[config.mk]
export PLATFORM = sky130hd
export DESIGN_NAME = pwm_multi
export DESIGN_NICKNAME = d
export VERILOG_FILES = /design/src/rtl/pwm_multi.sv
export SDC_FILE = /design/constraint.sdc
export NUM_CORES = 1
export LEC_CHECK = 0
export ABC_AREA = 1
export CAP_MARGIN = 20
export CORE_MARGIN = 2
export CORE_UTILIZATION = 51
export CTS_CLUSTER_SIZE = 14
export DETAILED_ROUTE_END_ITERATION = 10
export PLACE_DENSITY = 0.84
export SLEW_MARGIN = 20
export SYNTH_ARGS = -nofsm -noshare
export SYNTH_HDL_FRONTEND = slang
export SYNTH_SLANG_ARGS = --single-unit
export TNS_END_PERCENT = 30
[constraint.sdc]
create_clock -name clk -period 1.7 [get_ports clk]
set_clock_uncertainty 0.05 [all_clocks]
set_input_delay 0.34 -clock clk [delete_from_list [all_inputs] [get_ports clk]]
set_output_delay 0.34 -clock clk [all_outputs]
set_load 0.05 [all_outputs]
[src/rtl/pwm_multi.sv]
// pwm_multi: multi-channel PWM generator sharing one prescaled counter.
// Duty values are double-buffered and only change at a period boundary.
// Optional feature macro: PWM_STAGGER_EN spreads channel phases evenly
// across the period; when undefined all channels rise together at cnt = 0.
module pwm_multi #(
    parameter int WIDTH      = 8,
    parameter int CHANNELS   = 4,
    parameter int PRESCALE_W = 8
) (
    input  logic                      clk,
    input  logic                      reset,
    input  logic                      enable,
    input  logic [PRESCALE_W-1:0]     prescale,
    input  logic [CHANNELS*WIDTH-1:0] duty,
    input  logic                      duty_wr,
    input  logic [CHANNELS-1:0]       invert,
    output logic [CHANNELS-1:0]       pwm_out,
    output logic                      period_start,
    output logic                      update_done
);

    localparam int unsigned       STEP    = (2 ** WIDTH) / CHANNELS;
    localparam logic [WIDTH-1:0]  CNT_MAX = '1;

    // Timebase state; armed_q marks "next tick starts a fresh period"
    // (after reset or while enable is low).
    logic [PRESCALE_W-1:0]     pre_q, pre_d;
    logic [WIDTH-1:0]          cnt_q, cnt_d;
    logic                      armed_q, armed_d;

    // Duty double buffer.
    logic [CHANNELS*WIDTH-1:0] pending_q, pending_d;
    logic [CHANNELS*WIDTH-1:0] active_q, active_d;
    logic                      pend_valid_q, pend_valid_d;

    // Registered outputs.
    logic [CHANNELS-1:0]       pwm_q, pwm_d;
    logic                      period_start_q, period_start_d;
    logic                      update_done_q, update_done_d;

    logic                      tick;
    logic                      boundary;
    logic [WIDTH-1:0]          phase [CHANNELS];

    // Prescaler and main counter; a boundary is the wrap tick or the first
    // tick after enable rises, and in both cases cnt lands on 0.
    always_comb begin
        tick     = enable && (pre_q >= prescale);
        boundary = tick && (armed_q || (cnt_q == CNT_MAX));
        pre_d    = pre_q;
        cnt_d    = cnt_q;
        armed_d  = armed_q;
        if (!enable) begin
            pre_d   = '0;
            cnt_d   = '0;
            armed_d = 1'b1;
        end else if (tick) begin
            pre_d   = '0;
            cnt_d   = boundary ? '0 : cnt_q + WIDTH'(1);
            armed_d = 1'b0;
        end else begin
            pre_d   = pre_q + PRESCALE_W'(1);
        end
    end

    // Duty capture and transfer; a write coinciding with a boundary bypasses
    // the pending register so it applies to the period that is starting.
    always_comb begin
        pending_d      = pending_q;
        pend_valid_d   = pend_valid_q;
        active_d       = active_q;
        update_done_d  = 1'b0;
        period_start_d = boundary;
        if (duty_wr) begin
            pending_d    = duty;
            pend_valid_d = 1'b1;
        end
        if (boundary) begin
            if (duty_wr) begin
                active_d      = duty;
                pend_valid_d  = 1'b0;
                update_done_d = 1'b1;
            end else if (pend_valid_q) begin
                active_d      = pending_q;
                pend_valid_d  = 1'b0;
                update_done_d = 1'b1;
            end
        end
    end

    // Per-channel compare and polarity; outputs idle at invert until the
    // first period has actually started.
    always_comb begin
        pwm_d = invert;
        for (int k = 0; k < CHANNELS; k++) begin
`ifdef PWM_STAGGER_EN
            phase[k] = cnt_q + WIDTH'(k * STEP);
`else
            phase[k] = cnt_q;
`endif
            if (enable && !armed_q) begin
                pwm_d[k] = (phase[k] < active_q[k*WIDTH +: WIDTH]) ^ invert[k];
            end
        end
    end

    // State update with synchronous reset; reset aborts any period at once.
    always_ff @(posedge clk) begin
        if (reset) begin
            pre_q          <= '0;
            cnt_q          <= '0;
            armed_q        <= 1'b1;
            pending_q      <= '0;
            active_q       <= '0;
            pend_valid_q   <= 1'b0;
            pwm_q          <= '0;
            period_start_q <= 1'b0;
            update_done_q  <= 1'b0;
        end else begin
            pre_q          <= pre_d;
            cnt_q          <= cnt_d;
            armed_q        <= armed_d;
            pending_q      <= pending_d;
            active_q       <= active_d;
            pend_valid_q   <= pend_valid_d;
            pwm_q          <= pwm_d;
            period_start_q <= period_start_d;
            update_done_q  <= update_done_d;
        end
    end

    assign pwm_out      = pwm_q;
    assign period_start = period_start_q;
    assign update_done  = update_done_q;

endmodule

## Yosys cells after proc, flatten, opt, wreduce, memory -nomap -nowiden

Cells that the tools add are included.

- Output and inout port bits: 6
- Bits of input ports: 48
- Register bits after elaboration: 88

- Order comparisons: 5
- Equality and inequality tests: 1
- Add/sub/neg operators: 2
- Bitwise gates (word level): 6
- Reduce and logical (&&, ||, !) cells: 10
- Multiplexer cells: 13

Operators with widths:

| operator | number |
|---|---|
| 2-to-1 mux 32 bit | 2 |
| less-than comparator 8 bit | 4 |
| adder 8 x 1 -> 8 bit (second input constant) | 2 |
| 2-to-1 mux 1 bit | 10 |
| == test 8 bit (second input constant) | 1 |
| >= comparator 8 bit | 1 |
| 2-to-1 mux 8 bit | 1 |
| OR reduction 2 bit | 2 |
| bitwise XOR 1 bit | 4 |
| logical AND 1 bit | 3 |
| OR reduction 3 bit | 1 |
| NOT 1 bit | 2 |
| AND reduction 2 bit | 1 |
| nonzero test 2 bit | 1 |
| zero test 1 bit | 1 |
| logical OR 1 bit | 1 |

## Logic depth before layout (Yosys ltp)

Gate-level depths: netlist (run 1).

- Depth in word-level cells: 5
- Mapped depth: 15
- Depth with buffers taken out: 14

## Worst setup path after synthesis (run 1)

OpenSTA, ideal clock, no wires.

- Kind: input to register
- Start: in prescale[7]
- End: reg active_q[26]
- Cell stages on the path: 11
- Path buffers: 2
- Slack: -0.025 ns
- Data arrival time: 1.562 ns
- Required time: 1.536 ns
- Library setup time: 0.114 ns
- Cells stage by stage: inv_1 -> ha_1 -> nand2_1 -> nor2_1 -> nand4_1 -> nand3_1 -> nand4_1 -> buf_6 -> buf_6 -> o21bai_1 -> nor2_1

- Word-level cells in the longest chain between the ends: 4

RTL lines:

| element | line | source |
|---|---|---|
| start, declared | 13 | `input logic [PRESCALE_W-1:0] prescale,` |
| >= comparator 8 bit | 48 | `tick = enable && (pre_q >= prescale);` |
| logical AND 1 bit | 48 |  |
| logical AND 1 bit | 49 | `boundary = tick && (armed_q \|\| (cnt_q == CNT_MAX));` |
| AND reduction 2 bit (no source line) | -- |  |
| end signal, assigned | 124 | `active_q <= active_d;` |
| end, declared | 33 | `logic [CHANNELS*WIDTH-1:0] active_q, active_d;` |

No other way between the ends.
A chain may end at the register's enable or synchronous reset.

## Worst setup path in the final report (run 1)

- Start: reg pre_q[1]
- End: reg active_q[30]

- Word-level cells in the longest chain between the ends: 4

RTL lines:

| element | line | source |
|---|---|---|
| start, declared | 27 | `logic [PRESCALE_W-1:0] pre_q, pre_d;` |
| start signal, assigned | 120 | `pre_q <= pre_d;` |
| >= comparator 8 bit | 48 |  |
| logical AND 1 bit | 48 |  |
| logical AND 1 bit | 49 |  |
| AND reduction 2 bit (no source line) | -- |  |

No other way between the ends.

==> impl_metrics.env, run 1 <==
export IMPL_status="complete, but fails checks"
export IMPL_failed_checks="setup timing"
export IMPL_cts_root_buf="clkbuf_8"
export IMPL_setup_tns_ps=-7330
export IMPL_drive_above_1_share_pct=27.6
export IMPL_nets=820
export IMPL_synth_area_leaders="dfxtp_1 (38%), ha_1 (10%), inv_1 (10%), nor2_1 (7.8%), nand2_1 (5.1%)"
export IMPL_met3_length_um=589
export IMPL_place_ws_ps=-714
export IMPL_die_h_um=99.0
export IMPL_synth_edf_count=0
export IMPL_port_buffers=53
export IMPL_via_per_inst=5.16
export IMPL_cp_required_ps=1910
export IMPL_dp_hpwl_um=7380
export IMPL_synth_nets=708
export IMPL_finalSetupViolations=44
export IMPL_cp_max_fo=6
export IMPL_cts_max_path_buffers=2
export IMPL_cp_start_kind="register"
export IMPL_rsz0062_at_grt="true"
export IMPL_wl_met1_um=4640
export IMPL_cts_sinks=88
export IMPL_cp_cell_sequence="ha_4 > nand2_2 > nand2_2 > nand2_2 > nand2_2 > nand2_2 > nand3_2 > nand4_1 > buf_6 > buf_12 > buf_16 > o21bai_4 > nor2_2"
export IMPL_crit_family="simple AND/OR/NAND/NOR gates"
export IMPL_clk_latency_ps=370
export IMPL_tightest_slew_ps=352
export IMPL_synth_cell_type_count=26
export IMPL_cpMaxStageDelayCell="dfxtp_2"
export IMPL_p_per_area_nw_per_um2=667
export IMPL_drt_iter0_drc=261
export IMPL_cts_tree="done"
export IMPL_post_route_period_util_pct=116
export IMPL_final_antenna_net_count=0
export IMPL_grt_overflow=0
export IMPL_yosys_area_top_type="dfxtp_1"
export IMPL_p_total_mw=4.17
export IMPL_seq_area_frac_synth_pct=38.3
export IMPL_drv_slew=0
export IMPL_core_sq_um=8720
export IMPL_synth_area_sq_um=4600
export IMPL_antenna_cells=0
export IMPL_hold_viol=0
export IMPL_yosysWarningCount=0
export IMPL_cts_inserted_buffers=9
export IMPL_peakVddDrop_uv=459
export IMPL_drcViolationCount=0
export IMPL_timing_final_ws_setup_ps=-265
export IMPL_hold_class="input port to register"
export IMPL_r2r_slack_ps=-260
export IMPL_die_area_sq_um=9800
export IMPL_grt_max_degree=44
export IMPL_io_pins=54
export IMPL_die_width_um=99.0
export IMPL_grt_pass1_wl_um=19600
export IMPL_path_clk_slew_ps=90
export IMPL_grt_pass1_vias=4485
export IMPL_cap_violations=0
export IMPL_routed_wl_um=12000
export IMPL_post_drt_wl_per_cell_um=14.1
export IMPL_synth_flop_cell="dfxtp_1"
export IMPL_fin_util_pct=71.7
export IMPL_endpoint_kind="register"
export IMPL_drtPass1Iterations=5
export IMPL_layout_min_cycle_time_ps=1960
export IMPL_critPathKind="register to register"
export IMPL_ys_ff_latch=88
export IMPL_synth_cells=622
export IMPL_max_slew_margin_pct=76.4
export IMPL_routed_top_layer="met4"
export IMPL_grt_usage_pct=24.8
export IMPL_yosysTopAreaCellShare_pct=38.3
export IMPL_place_congestion=0.809
export IMPL_yosys_top_cells_count="inv_1 (126), nor2_1 (96), dfxtp_1 (88)"
export IMPL_p_leak_nw=2.98
export IMPL_htreeDepth=3
export IMPL_critPathArrivalTime_ps=2180
export IMPL_area_delta_synth_final_pct=35.8
export IMPL_dr_wl_met2_um=6270
export IMPL_cp_common_cell="nand2_2"
export IMPL_dr_total_vias=4368
export IMPL_synth_area_per_cell_sq_um=7.40
export IMPL_worst_path_buf_inv=3
export IMPL_cp_slowest_stage_delay_ps=350
export IMPL_async_flop_share_pct=0
export IMPL_initial_core_util_pct=52.8
export IMPL_grt_antenna_before_repair=0
export IMPL_yosysMostFrequentCell="inv_1"
export IMPL_fp_row_count=34
export IMPL_fmax_mhz=509
## placed cells by master (no fill, tap or decap), types with 24 or more instances in the layout
cell type,Yosys,layout
or2_2,35,35
ha_1,38,31
buf_4,0,61
o21ai_0,38,37
o21bai_1,28,24
nand2_1,62,53
dfxtp_1,88,80
nand2_2,22,29
nor2_1,96,86
inv_1,126,117
clkdlybuf4s50_1,0,38
## timing repair
item,in CTS,in global routing
cloned,5,1
pin swaps,20,15
setup buffers,4,1
gates resized for setup,43,25
hold buffers,0,0
setup endpoints to repair,47,52
## final cells by class
type | instances | area (sq um)
inverters | 128 | 480
flip-flops and latches | 88 | 1770
well taps | 108 | 135
clock inverters | 5 | 56.3
multi-input cells | 385 | 2450
clock buffers | 11 | 141
fillers | 617 | 2470
repair buffers | 122 | 1210
## report_power, final
group	leakage (nW)	internal [mW]	switching (mW)
Combinational	2.16	0.299	0.254
Clock	0.0993	0.718	0.754
Sequential	0.723	2.12	0.0167
Total	2.98	3.14	1.02
## worst paths after layout
| kind | from | endpoint | cells past startpoint |
|---|---|---|---|
| worst max-delay path | pre_q[1] | active_q[30] | 13 |
| worst min-delay path | reset | pending_q[20] | 2 |
| worst max register to register | pre_q[1] | active_q[30] | 13 |
| worst min register to register | pre_q[0] | pre_q[0] | 2 |
## registers in the layout (all words and copies together) (netlist names), 4 cells and up
register   cells
active_q      32
pending_q     32
cnt_q          8
pre_q          8
pwm_out        4
## metrics by stage
step           hold slack [ps]  instance area (sq um)  instances
2_1_floorplan              380                   4630        622
5_1_grt                    278                   6250        847
4_1_cts                    261                   6130        846
3_3_place_gp               444                   5640        821
3_5_place_dp               458                   5640        821
6_report                   268                   6250        847
## metal layers
layer / vias up / global-route usage, %
li1: 2143 / -
met1: 2023 / 27.0
met2: 152 / 45.5
met3: 50 / 3.55
met4: 0 / 14.1
met5: - / 0
## kinds of logic (layout without fill, tap and decap cells)
group                      after synthesis  after routing  share of synthesized area (%)
DFF                                     88             88                           38.3
AOI/OAI and AO/OA                       91             91                           11.9
and+or+nand+nor                        249            249                           24.8
buffers and inverters                  149            266                           13.3
xor gates and xnor gates                 7              7                           1.33
adders and majority gates               38             38                           10.3
Power figures use the tool's default switching activity.
==> inputs of run 2 (changes only) <==
- CORE_UTILIZATION: 51 -> 55
- PLACE_DENSITY: 0.84 -> 0.86
- clock period: 1.7 -> 2.4 ns (I/O delays scaled with it)
==> impl_metrics.env, run 2 (same netlist as run 1, synthesis figures left out) <==
export IMPL_grt_pass1_vias=3838
export IMPL_layout_min_cycle_time_ps=2190
export IMPL_rr_startpoint="cnt_q[0]"
export IMPL_drt_iter0_drc=213
export IMPL_drv_slew=0
export IMPL_tightest_slew_ps=671
export IMPL_place_congestion=0.801
export IMPL_nets=761
export IMPL_initial_core_util_pct=56.3
export IMPL_final_common_cell="inv_1"
export IMPL_r2r_slack_ps=390
export IMPL_grt_overflow=0
export IMPL_layoutNonFillerInstCount=785
export IMPL_p_total_mw=2.84
export IMPL_grt_antenna_before_repair=0
export IMPL_fmax_mhz=457
export IMPL_antenna_cells=0
export IMPL_peakVddDrop_uv=238
export IMPL_cp_max_fo=9
export IMPL_grt_usage_pct=22.3
export IMPL_via_per_inst=4.99
export IMPL_port_buffers=53
export IMPL_post_drt_wl_per_cell_um=12.2
export IMPL_critPathArrivalTime_ps=2430
export IMPL_p_sw_share_pct=24.9
export IMPL_dr_total_vias=3914
export IMPL_hold_class="input port to register"
export IMPL_post_route_period_util_pct=91.1
export IMPL_max_slew_margin_pct=55.2
export IMPL_r2r_end="active_q[23]"
export IMPL_core_sq_um=8180
export IMPL_drcViolationCount=0
export IMPL_cp_start_kind="input port"
export IMPL_p_per_area_nw_per_um2=525
export IMPL_finalSetupViolations=0
export IMPL_timing_hold_ws_ps=437
export IMPL_hold_depth=2
export IMPL_die_width_um=95.5
export IMPL_p_leak_nw=2.55
export IMPL_cts_root_buf="clkbuf_8"
export IMPL_worst_r2r_cell_count=9
export IMPL_final_cell_area_sq_um=5410
export IMPL_die_h_um=95.5
export IMPL_cts_inserted_buffers=9
export IMPL_clk_latency_ps=370
export IMPL_endpoint_kind="register"
export IMPL_p_sw_mw=0.707
export IMPL_grt_max_degree=66
export IMPL_area_delta_synth_final_pct=17.5
export IMPL_dp_hpwl_um=6720
export IMPL_cap_violations=0
export IMPL_cts_sinks=88
export IMPL_pwr_share_seq_pct=53.4
export IMPL_setup_tns_ps=0
export IMPL_holdBufCountCts=0
export IMPL_min_from="reset"
export IMPL_combPwrFrac_pct=10.2
export IMPL_routed_wl_um=9570
export IMPL_cts_tree="done"
export IMPL_final_antenna_net_count=0
export IMPL_nFillCells=667
export IMPL_ctsResizeCount=0
export IMPL_status="finished clean"
export IMPL_timing_final_ws_setup_ps=213
export IMPL_p_clk_share_pct=36.4
export IMPL_p_int_mw=2.13
export IMPL_final_cell_mix="inv_1 (126), nor2_1 (96), dfxtp_1 (88), nand2_1 (62), clkdlybuf4s50_1 (52)"
export IMPL_drive_above_1_share_pct=12.6
export IMPL_grt_pass1_wl_um=15900
export IMPL_placed_area_sq_um=5210
export IMPL_drtPass1Iterations=5
export IMPL_place_ws_ps=-140
export IMPL_reg_top3="active_q (32), pending_q (32)"
export IMPL_htreeDepth=3
export IMPL_path_clk_slew_ps=90
export IMPL_hold_path_end="period_start"
export IMPL_cts_max_path_buffers=2
export IMPL_hold_viol=0
export IMPL_dp_cells=769
export IMPL_rsz0062_at_grt="false"
export IMPL_critPathKind="input port to register"
export IMPL_fin_util_pct=66.2
export IMPL_io_pins=54
export IMPL_post_cts_setup_buffers=0
export IMPL_cp_required_ps=2640
export IMPL_fp_row_count=33
export IMPL_die_area_sq_um=9110
[run 2: changes by cell type in the layout (fill, tap and decap cells not counted), sizes merged]
cell           delta
clkdlybuf4s50    +14
dlygate4sd2       -7
dlymetal6s2s      -1
buf              -64
clkinvlp          +1
clkinv            +1
clkbuf            -3
[run 2: layout make-up]
class / instances / area [sq um] / share of cell area, %
repair buffers: 63 / 613 / 11.3
inverters: 128 / 480 / 8.88
clock buffers: 9 / 124 / 2.29
multi-input cells: 385 / 2230 / 41.2
clock inverters: 7 / 72.6 / 1.34
well taps: 105 / 131 / 2.43
flip-flops and latches: 88 / 1760 / 32.6
[run 2: worst max-delay path, cell delays in order]
cell,delay [ps]
clkdlybuf4s50_1,460
inv_1,40
ha_1,290
a21oi_1,150
nor2_1,50
nor2_1,80
nand3_1,120
nand2_1,270
inv_1,100
nand2_1,110
nand2_1,100
nor3_1,170
[run 2: worst max-delay path by stage]
stage,from,slack (ps),to,cells past startpoint
detailed placement,prescale[5],-140,cnt_q[1],12
global route,prescale[5],20,cnt_q[1],12
finish,prescale[5],210,cnt_q[1],12
CTS,prescale[5],210,cnt_q[1],12
floorplan,prescale[7],530,active_q[26],11
global placement,prescale[5],-80,active_q[2],12
[run 2: power groups by stage]
| stage | combinational, mW | clock [mW] | sequential [mW] |
|---|---|---|---|
| after floorplan | 0.157 | 0 | 1.56 |
| after global placement | 0.282 | 0 | 1.55 |
| after detailed placement | 0.288 | 0 | 1.55 |
| after CTS | 0.291 | 1.04 | 1.52 |
| after global routing | 0.327 | 1.11 | 1.52 |
| final | 0.290 | 1.03 | 1.52 |
[run 2: layer usage]
layer | global-route usage (%) | wire length [um]
met2 | 41.5 | 4920
met1 | 24.3 | 4020
met5 | 0 | 0
met4 | 9.76 | 235
met3 | 4.51 | 392
==> inputs of run 3 (changes only) <==
- MAX_ROUTING_LAYER: not set -> met4
==> impl_metrics.env, run 3 (same netlist as run 1, synthesis figures left out) <==
export IMPL_status="finished clean"
export IMPL_post_drt_wl_per_cell_um=12.2
export IMPL_finalSetupViolations=0
export IMPL_cts_tree="done"
export IMPL_die_width_um=95.5
export IMPL_cp_common_cell="nand2_1"
export IMPL_cts_root_buf="clkbuf_8"
export IMPL_cts_sinks=88
export IMPL_drv_slew=0
export IMPL_ctsResizeCount=0
export IMPL_post_route_period_util_pct=90.6
export IMPL_die_area_sq_um=9110
export IMPL_layoutNonFillerInstCount=785
export IMPL_fmax_mhz=460
export IMPL_antenna_cells=0
export IMPL_nFillCells=667
export IMPL_port_buffers=53
export IMPL_rsz0062_at_grt="false"
export IMPL_layout_min_cycle_time_ps=2170
export IMPL_initial_core_util_pct=56.3
export IMPL_hold_class="input port to register"
export IMPL_path_clk_slew_ps=90
export IMPL_drt_iter0_drc=210
export IMPL_die_h_um=95.5
export IMPL_final_common_cell="inv_1"
export IMPL_drcViolationCount=0
export IMPL_cp_depth=12
export IMPL_timing_final_ws_setup_ps=226
export IMPL_hold_depth=2
export IMPL_cts_max_path_buffers=2
export IMPL_p_leak_nw=2.55
export IMPL_max_slew_margin_pct=55.1
export IMPL_via_per_inst=5.03
export IMPL_cap_violations=0
export IMPL_fp_row_count=33
export IMPL_cp_cell_sequence="clkdlybuf4s50_1 > inv_1 > ha_1 > a21oi_1 > nor2_1 > nor2_1 > nand3_1 > nand2_1 > inv_1 > nand2_1 > nand2_1 > nor3_1"
export IMPL_dp_cells=769
export IMPL_dp_hpwl_um=6720
export IMPL_grt_pass1_vias=3840
export IMPL_critPathKind="input port to register"
export IMPL_critPathArrivalTime_ps=2410
export IMPL_core_sq_um=8180
export IMPL_hold_viol=0
export IMPL_post_cts_setup_buffers=0
export IMPL_worst_r2r_cell_count=9
export IMPL_reg_top3="active_q (32), pending_q (32)"
export IMPL_cp_start_kind="input port"
export IMPL_peakVddDrop_uv=234
export IMPL_cp_required_ps=2640
export IMPL_setup_tns_ps=0
export IMPL_endpoint_kind="register"
export IMPL_nets=761
export IMPL_htreeDepth=3
export IMPL_grt_pass1_wl_um=16000
export IMPL_grt_usage_pct=23.0
export IMPL_final_cell_mix="inv_1 (126), nor2_1 (96), dfxtp_1 (88), nand2_1 (62), clkdlybuf4s50_1 (52)"
export IMPL_rr_startpoint="cnt_q[0]"
export IMPL_clk_latency_ps=360
export IMPL_area_delta_synth_final_pct=17.5
export IMPL_cts_inserted_buffers=9
export IMPL_grt_overflow=0
export IMPL_place_ws_ps=-140
export IMPL_tightest_slew_ps=673
export IMPL_grt_antenna_before_repair=0
export IMPL_final_antenna_net_count=0
export IMPL_critPathLaunch="prescale[5]"
export IMPL_min_from="reset"
export IMPL_drtPass1Iterations=4
export IMPL_dr_total_vias=3949
export IMPL_worst_path_buf_inv=3
export IMPL_cp_max_fo=9
export IMPL_holdBufCountCts=0
export IMPL_grt_max_degree=66
export IMPL_place_congestion=0.813
export IMPL_io_pins=54
export IMPL_p_per_area_nw_per_um2=524
export IMPL_crit_family="simple AND/OR/NAND/NOR gates"
export IMPL_drive_above_1_share_pct=12.6
export IMPL_cp_slowest_stage_delay_ps=460
export IMPL_routed_wl_um=9560
export IMPL_cpMaxStageDelayCell="clkdlybuf4s50_1"
==> run 3: worst paths after layout <==
kind,slack [ps],end
max reg2reg,390,active_q[23]
min,440,period_start
max,230,cnt_q[1]
min reg2reg,460,pending_q[29]
==> run 3: layout make-up <==
cell class                      instances  area [sq um]  share of cell area (%)
Multi-Input combinational cell        385          2230                    41.2
Sequential cell                        88          1760                    32.6
Timing Repair Buffer                   63           613                    11.3
Tap cell                              105           131                    2.43
Clock buffer                            9           124                    2.29
Inverter                              128           480                    8.88
Clock inverter                          7          72.6                    1.34
==> run 3: where the power goes <==
| part | leakage [nW] | switching [mW] | internal, mW |
|---|---|---|---|
| Clock | 0.0952 | 0.547 | 0.480 |
| Sequential | 0.719 | 0.0116 | 1.50 |
| Combinational | 1.74 | 0.144 | 0.147 |
| Total | 2.55 | 0.702 | 2.13 |
==> run 3: per-stage QoR <==
stage                     cell area, sq um  hold WS [ps]  util, %  power, mW
after global routing                  5410           451     66.2       2.95
after detailed placement              5210           407     63.8       1.84
after CTS                             5410           434     66.2       2.85
after floorplan                       4600           380        -       1.72
after global placement                5210           396     63.8       1.83
final                                 5410           443     66.2       2.83
==> run 3: metal layers <==
metal | routed length, um | vias up | part of all wire (%) | GRT usage (%)
li1 | - | 2018 | - | -
met5 | 0 | - | 0 | -
met1 | 3970 | 1825 | 41 | 24.3
met4 | 208 | 0 | 2.2 | 11.2
met3 | 440 | 22 | 4.6 | 3.56
met2 | 4940 | 84 | 52 | 41.6
